### config.mk
export PLATFORM = sky130hd
export DESIGN_NAME = change_dispenser
export DESIGN_NICKNAME = d
export VERILOG_FILES = /design/src/rtl/change_dispenser.sv
export SDC_FILE = /design/constraint.sdc
export NUM_CORES = 1
export LEC_CHECK = 0
export BUFFER_PORTS_ARGS = -buffer_cell sky130_fd_sc_hd__buf_2
export CAP_MARGIN = 20
export CORE_ASPECT_RATIO = 1.1
export CORE_MARGIN = 2
export CORE_UTILIZATION = 30
export CTS_CLUSTER_DIAMETER = 30
export DETAILED_ROUTE_END_ITERATION = 12
export PLACE_DENSITY_LB_ADDON = 0.1
export SYNTH_ARGS = -nofsm -noshare
export SYNTH_HDL_FRONTEND = slang
export SYNTH_SLANG_ARGS = --single-unit
### constraint.sdc
create_clock -name clk -period 1.87 [get_ports clk]
set_clock_uncertainty 0.1 [all_clocks]
set_input_delay 0.561 -clock clk [delete_from_list [all_inputs] [get_ports clk]]
set_output_delay 0.561 -clock clk [all_outputs]
set_load 0.01 [all_outputs]
### src/rtl/change_dispenser.sv
// Pays out a change amount coin by coin through a ready/ack hopper, largest denomination first.
// Optional CHANGE_BCD_EN adds registered BCD digits of the remaining amount.
module change_dispenser #(
    parameter int unsigned ACK_TIMEOUT = 255,
    parameter int unsigned CNT_W       = 4
) (
    input  logic             clk,
    input  logic             rst_n,
    input  logic             start,
    input  logic [5:0]       payback,
    input  logic             coin_ack,
    input  logic             fault_clr,
    output logic             coin_valid,
    output logic [1:0]       coin_sel,
    output logic             busy,
    output logic             done,
    output logic             fault,
    output logic [5:0]       remaining,
    output logic [CNT_W-1:0] coin_cnt
`ifdef CHANGE_BCD_EN
    ,
    output logic [3:0]       rem_tens,
    output logic [3:0]       rem_ones
`endif
);

    typedef enum logic [2:0] {
        IDLE,
        SELECT,
        DISPENSE,
        DONE,
        FAULT
    } state_t;

    localparam logic [7:0] TMO_LAST = 8'(ACK_TIMEOUT - 1);

    state_t state, state_nxt;

    logic [7:0]       tmo_cnt, tmo_cnt_nxt;
    logic             coin_valid_nxt;
    logic [1:0]       coin_sel_nxt;
    logic             busy_nxt;
    logic             done_nxt;
    logic             fault_nxt;
    logic [5:0]       remaining_nxt;
    logic [CNT_W-1:0] coin_cnt_nxt;

    logic [5:0]       denom;
    logic [5:0]       rem_after;
    logic [1:0]       sel_pick;
    logic             accept;
    logic             expire;

    always_comb begin
        case (coin_sel)
            2'd0:    denom = 6'd10;
            2'd1:    denom = 6'd5;
            2'd2:    denom = 6'd2;
            default: denom = 6'd1;
        endcase
    end

    always_comb begin
        if (remaining >= 6'd10)     sel_pick = 2'd0;
        else if (remaining >= 6'd5) sel_pick = 2'd1;
        else if (remaining >= 6'd2) sel_pick = 2'd2;
        else                        sel_pick = 2'd3;
    end

    // The first DISPENSE cycle only raises coin_valid; acks count once the coin is presented.
    // An ack coinciding with the last timeout cycle is taken, so expiry is masked by coin_ack.
    assign accept    = (state == DISPENSE) && coin_valid && coin_ack;
    assign expire    = (state == DISPENSE) && coin_valid && !coin_ack && (tmo_cnt == TMO_LAST);
    assign rem_after = remaining - denom;

    always_ff @(posedge clk or negedge rst_n) begin
        if (!rst_n) begin
            state      <= IDLE;
            tmo_cnt    <= '0;
            coin_valid <= 1'b0;
            coin_sel   <= '0;
            busy       <= 1'b0;
            done       <= 1'b0;
            fault      <= 1'b0;
            remaining  <= '0;
            coin_cnt   <= '0;
        end else begin
            state      <= state_nxt;
            tmo_cnt    <= tmo_cnt_nxt;
            coin_valid <= coin_valid_nxt;
            coin_sel   <= coin_sel_nxt;
            busy       <= busy_nxt;
            done       <= done_nxt;
            fault      <= fault_nxt;
            remaining  <= remaining_nxt;
            coin_cnt   <= coin_cnt_nxt;
        end
    end

    always_comb begin
        state_nxt = state;
        case (state)
            IDLE:     if (start) state_nxt = (payback == 6'd0) ? DONE : SELECT;
            SELECT:   state_nxt = DISPENSE;
            DISPENSE: begin
                if (accept)      state_nxt = (rem_after != 6'd0) ? SELECT : DONE;
                else if (expire) state_nxt = FAULT;
            end
            DONE:     state_nxt = IDLE;
            FAULT:    if (fault_clr) state_nxt = IDLE;
            default:  state_nxt = IDLE;
        endcase
    end

    always_comb begin
        tmo_cnt_nxt    = tmo_cnt;
        coin_valid_nxt = coin_valid;
        coin_sel_nxt   = coin_sel;
        busy_nxt       = busy;
        done_nxt       = 1'b0;
        fault_nxt      = fault;
        remaining_nxt  = remaining;
        coin_cnt_nxt   = coin_cnt;
        case (state)
            IDLE: begin
                if (start) begin
                    remaining_nxt = payback;
                    coin_cnt_nxt  = '0;
                    busy_nxt      = 1'b1;
                    tmo_cnt_nxt   = '0;
                end
            end
            SELECT: coin_sel_nxt = sel_pick;
            DISPENSE: begin
                if (!coin_valid) begin
                    coin_valid_nxt = 1'b1;
                end else if (coin_ack) begin
                    remaining_nxt  = rem_after;
                    coin_cnt_nxt   = coin_cnt + CNT_W'(1);
                    coin_valid_nxt = 1'b0;
                    tmo_cnt_nxt    = '0;
                end else if (expire) begin
                    coin_valid_nxt = 1'b0;
                    fault_nxt      = 1'b1;
                end else begin
                    tmo_cnt_nxt = tmo_cnt + 8'd1;
                end
            end
            DONE: begin
                done_nxt = 1'b1;
                busy_nxt = 1'b0;
            end
            FAULT: begin
                if (fault_clr) begin
                    fault_nxt   = 1'b0;
                    busy_nxt    = 1'b0;
                    tmo_cnt_nxt = '0;
                end
            end
            default: ;
        endcase
    end

`ifdef CHANGE_BCD_EN
    always_ff @(posedge clk or negedge rst_n) begin
        if (!rst_n) begin
            rem_tens <= '0;
            rem_ones <= '0;
        end else begin
            rem_tens <= 4'(remaining_nxt / 6'd10);
            rem_ones <= 4'(remaining_nxt % 6'd10);
        end
    end
`endif

endmodule

# Yosys cells after proc, flatten, opt, wreduce, memory -nomap -nowiden
# Cells that the tools add are included.
dict set report classes {
  add_sub_neg 3
  order_cmp 3
  eq_ne 15
  muxes 36
  reduce_logical 18
}
# cell count
set ops {}
lappend ops {{8-bit two-way mux} 5}
lappend ops {{8-bit case mux with 3 select lines} 1}
lappend ops {{6-bit two-way mux} 3}
lappend ops {{3-bit two-way mux} 4}
lappend ops {{4-bit two-way mux} 3}
lappend ops {{2-bit != test (second input constant)} 6}
lappend ops {{3-bit case mux with 4 select lines} 1}
lappend ops {{4-bit case mux with 3 select lines} 1}
lappend ops {{6-bit case mux with 2 select lines} 1}
lappend ops {{1-bit two-way mux} 10}
lappend ops {{5-bit AND reduction} 2}
lappend ops {{8-bit by 1-bit adder with 8-bit output (second input constant)} 1}
lappend ops {{8-bit == test (second input constant)} 1}
lappend ops {{2-bit two-way mux} 4}
lappend ops {{4-bit case mux with 2 select lines} 1}
lappend ops {{3-bit by 2-bit == test with 1-bit output (second input constant)} 2}
lappend ops {{6-bit by 2-bit greater-or-equal comparator with 1-bit output (second input constant)} 1}
lappend ops {{6-bit by 3-bit greater-or-equal comparator with 1-bit output (second input constant)} 1}
lappend ops {{6-bit by 4-bit greater-or-equal comparator with 1-bit output (second input constant)} 1}
lappend ops {{6-bit zero test} 1}
lappend ops {{3-bit != test (second input constant)} 2}
lappend ops {{3-bit AND reduction} 2}
lappend ops {{3-bit nonzero test} 2}
lappend ops {{6-bit nonzero test} 1}
lappend ops {{other kinds (14)} 18}
dict set report word_totals {
  register_bits 27
  in_bits 11
  output_inout_bits 16
  word_cells 84
}

# Logic depth before layout (Yosys ltp)
dict set report logic_depth {
  ltp_word 8
  mapped_depth 8
  ltp_nobuf 7
}

# Worst setup path before layout
# OpenSTA, ideal clock, no wires.
dict set report synth_path {
  path_kind {register -> register}
  startpoint {register coin_sel[0]}
  endpoint {register state[1]}
  setup_time_ps 110
  arrival_time_ps 1912
  required_time_ps 1660
  slack_ps -252
  stages_incl_launch_ff 7
  path_buffers 0
  synth_period_minus_slack_ps 2122
  cell_sequence {dfrtp_1 -> or2_2 -> ha_1 -> and2_1 -> a221oi_1 -> xor2_1 -> o41ai_1}
}
dict set report synth_via {
  elab_chain_len 7
  word_cells_on_any_way 9
  classes_between {1 x add/sub; 2 x eq/ne; 4 x mux; 2 x reduce/logical}
}
# item line_no
set synth_rtl {}
lappend synth_rtl {{start, declared} 14} ;# output logic [1:0] coin_sel,
lappend synth_rtl {{start signal, assigned} 91} ;# coin_sel <= coin_sel_nxt;
lappend synth_rtl {{2-bit == test, or another cell as far along} 55} ;# case (coin_sel)
lappend synth_rtl {{4-bit case mux with 3 select lines (*)} 55}
lappend synth_rtl {{6-bit subtractor (*)} 74} ;# assign rem_after = remaining - denom;
lappend synth_rtl {{6-bit nonzero test (*)} 106} ;# if (accept) state_nxt = (rem_after != 6'd0) ? SELECT : DONE;
lappend synth_rtl {{2-bit two-way mux (*)} 106}
lappend synth_rtl {{3-bit two-way mux (*)} 106}
lappend synth_rtl {{3-bit case mux with 4 select lines (*)} 102} ;# case (state)
lappend synth_rtl {{end signal, assigned} 88} ;# state <= state_nxt;
lappend synth_rtl {{end, declared} 37} ;# state_t state, state_nxt;
# Mark *: on every way between the ends. The rest lies on a longest branch, timed or not.
# A chain may end at the register's enable or synchronous reset.

# Worst setup path after layout
# Ends and elaborated chain as after synthesis.

==> results.toml <==
[place]
dp.cells = 333
io_buffer_count = 26
gp_congestion = 0.839
dp_hpwl_mm = 3.72

[layout]
drive_gt1_frac = 0.493
diodes = 0
layoutNonFillerInstCount = 347
layout.nets = 293
syn_to_final_growth_pct = 59.2
final_cell_mix = "buf_4 (50), buf_2 (26), dfrtp_1 (25)"
post-route-util = 0.500
layout_commonest_cell = "buf_4"

[cts]
clockRootBuffer = "clkbuf_8"
cts_buffers = 3
clkSinkCount = 27
cts.clk_slew.worst_paths_ns = 0.10
clk_latency_ns = 0.28
hold_buffers = 0
cts_tree = "built"
cts_max_level = 1
clk_path_buf_depth = 2

[job]
maxCapViolations = 0

[timing]
setup-violations-final = 9
fmax_ghz = 0.502
worst_slack_ns = -0.123
fin_crit_ns = 1.99
final_max_slew_viol_count = 0
rsz0062_at_grt = "yes"
max-slew-margin-rel = 0.719
hold_slack_ns = 0.0681
worst_pin_slew_ns = 0.415
hold_viol = 0
fin_crit_sh = 1.07

[worst_setup_path]
crit_family = "compound AO/OA/AOI/OAI gates"
crit_path_max_incr_delay_ns = 0.44
critPathBufInv = 0
startpoint_type = "flip-flop"
cp_slowest_cell = "dfrtp_2"
r2r_setup_slack_ns = -0.12
cp-end-kind = "flip-flop"
critPathMaxFanout = 5
critPathKind = "reg -> reg"
r2r_end = "state[1]$_DFFE_PN0P_"
regToRegStartpoint = "coin_sel[0]$_DFFE_PN0P_"
rr_worst_depth = 6
path_cells = "or2_4 > ha_4 > and2_4 > a221oi_4 > xor2_2 > o41ai_2"
worstPathArrival_ns = 2.06
critPathRequiredTime_ns = 1.94

[status]
status = "complete, but fails checks"
violations = "negative setup slack"

[route]
via_count = 1729
detail_route.wl_per_cell_um = 14.3
drtAntennaViolNets = 0
wl_mm = 4.96
dr.pass1.iters = 4
drt-initial-drc-count = 97
drc = 0
viasPerCell = 4.98

[floorplanning]
die_y_um = 83.1
die_w_um = 75.9
dieArea_um2 = 6310
core_area_um2 = 5430
initial_utilization = 0.314
rows = 28
io_pins = 27

[synthesis]
synth_mux_area_frac = 0.0183
avgSynthCellArea_um2 = 9.03
synth_nets = 209
seq_area_frac_synth = 0.396
synth_compound_area_frac = 0.193
synth_edf_count = 0
yosys_warnings = 0
synth-xor-area-share = 0.0308
synthCells = 189
synthSimpleGateAreaFrac = 0.256
synth_area_um2 = 1710
synth_cell_types = 48
synthAdderAreaFrac = 0.0660
ys.flop_type = "dfrtp_1"
synth_top_family_by_area = "simple AND/OR/NAND/NOR gates"
synth-seq-cells = 27
async_flop_share = 1.00

[power_and_ir_drop]
power_density_nw_per_um2 = 1640
total_power_w = 0.00446
leakage_nw = 1.26
ir_drop_mv = 0.594

[hold_path]
hp-class = "in -> async"

[global_route]
grt_overflow_total = 0
first_global_vias = 1805
grt_pass1_wl_mm = 8.40
antenna_found_initial = 0
grt_max_degree = 16
gr-usage-all-layers = 0.161
[state kept, by name, summed over array words and instances (netlist names)]
signal	cells
coin_sel	2
state	3
done	1
coin_cnt	4
remaining	6
busy	1
tmo_cnt	8
fault	1
coin_valid	1
[how the worst max path moves through the flow]
stage	from	to	slack, ns	cells past startpoint
4_1_cts	coin_sel[0]$_DFFE_PN0P_	state[1]$_DFFE_PN0P_	-0.08	6
3_5_place_dp	start	tmo_cnt[5]$_DFFE_PN0P_	-0.35	6
6_report	coin_sel[0]$_DFFE_PN0P_	state[1]$_DFFE_PN0P_	-0.12	6
2_1_floorplan	coin_ack	tmo_cnt[7]$_DFFE_PN0P_	-0.17	7
5_1_grt	coin_sel[1]$_DFFE_PN0P_	state[1]$_DFFE_PN0P_	-0.19	6
3_3_place_gp	start	tmo_cnt[5]$_DFFE_PN0P_	-0.29	6
[final cells by class]
| class | count | area (um^2) |
|---|---|---|
| Multi-Input combinational cell | 150 | 1240 |
| Sequential cell | 27 | 678 |
| Clock buffer | 4 | 45.0 |
| Fill cell | 508 | 2710 |
| Timing Repair Buffer | 86 | 639 |
| Tap cell | 75 | 93.8 |
| Inverter | 5 | 18.8 |
[Yosys cell counts, types with 2 or more instances]
master	instances	area (um^2)
a211oi_1	2	15.0
a21o_1	3	22.5
a21oi_1	7	35.0
a221oi_1	2	17.5
a31oi_1	3	18.8
and3_1	3	18.8
buf_6	3	33.8
clkbuf_1	3	11.3
dfrtp_1	27	676
ha_1	9	113
inv_1	4	15.0
mux2i_1	2	20.0
nand2_1	19	71.3
nand2b_1	2	12.5
nand3_1	12	60.1
nor2_1	24	90.1
nor2b_1	4	25.0
nor3_1	3	15.0
nor4b_1	3	26.3
o21a_1	2	15.0
o21ai_0	15	75.1
o31ai_1	3	22.5
o41ai_1	2	17.5
or2_2	3	18.8
or4_1	2	15.0
xor2_1	5	43.8
[where the power goes]
part | leakage (nW) | switching, W | internal [W]
sequential | 0.349 | 0.000158 | 0.000737
clock | 0.0228 | 0.000187 | 0.000153
combinational | 0.891 | 0.00150 | 0.00173
total | 1.26 | 0.00185 | 0.00262
[stage by stage]
stage	worst slack, ns	setup TNS (ns)	instance area [um^2]
6_report	-0.123	-0.624	2720
3_5_place_dp	-0.346	-2.87	2330
3_3_place_gp	-0.290	-2.88	2330
5_1_grt	-0.192	-1.44	2720
2_1_floorplan	-0.173	-1.01	1760
4_1_cts	-0.0847	-0.407	2550
[worst reg2reg max path: cells and delay by family, from the launching register on]
family	cells	cell delay, ns
compound gates	2	0.59
xor+xnor	1	0.13
fa+ha+maj	1	0.24
flops	1	0.44
simple gates	2	0.39
[layer usage]
layer,wire (um),share of wire,track usage,vias up
li1,-,-,-,859
met1,2110,0.42,0.193,835
met2,2650,0.53,0.292,27
met3,122,0.025,0.0185,8
met4,81,0.016,0.0628,0
met5,0,0,0,-
[timing repair]
item	CTS	global route
buffers inserted	6	5
endpoints found under the setup margin	16	16
gates resized for setup	26	32
gates cloned	0	0
pin swaps	14	20
[cell families (layout without fill, tap and decap cells)]
logic type,count (synthesis),count (layout)
buffers and inverters,12,95
and+or+nand+nor,84,84
muxes,3,3
AOI/OAI and AO/OA,48,48
DFF,27,27
adders and majority gates,9,9
xor gates and xnor gates,6,6
(Power assumes the default switching activity.)
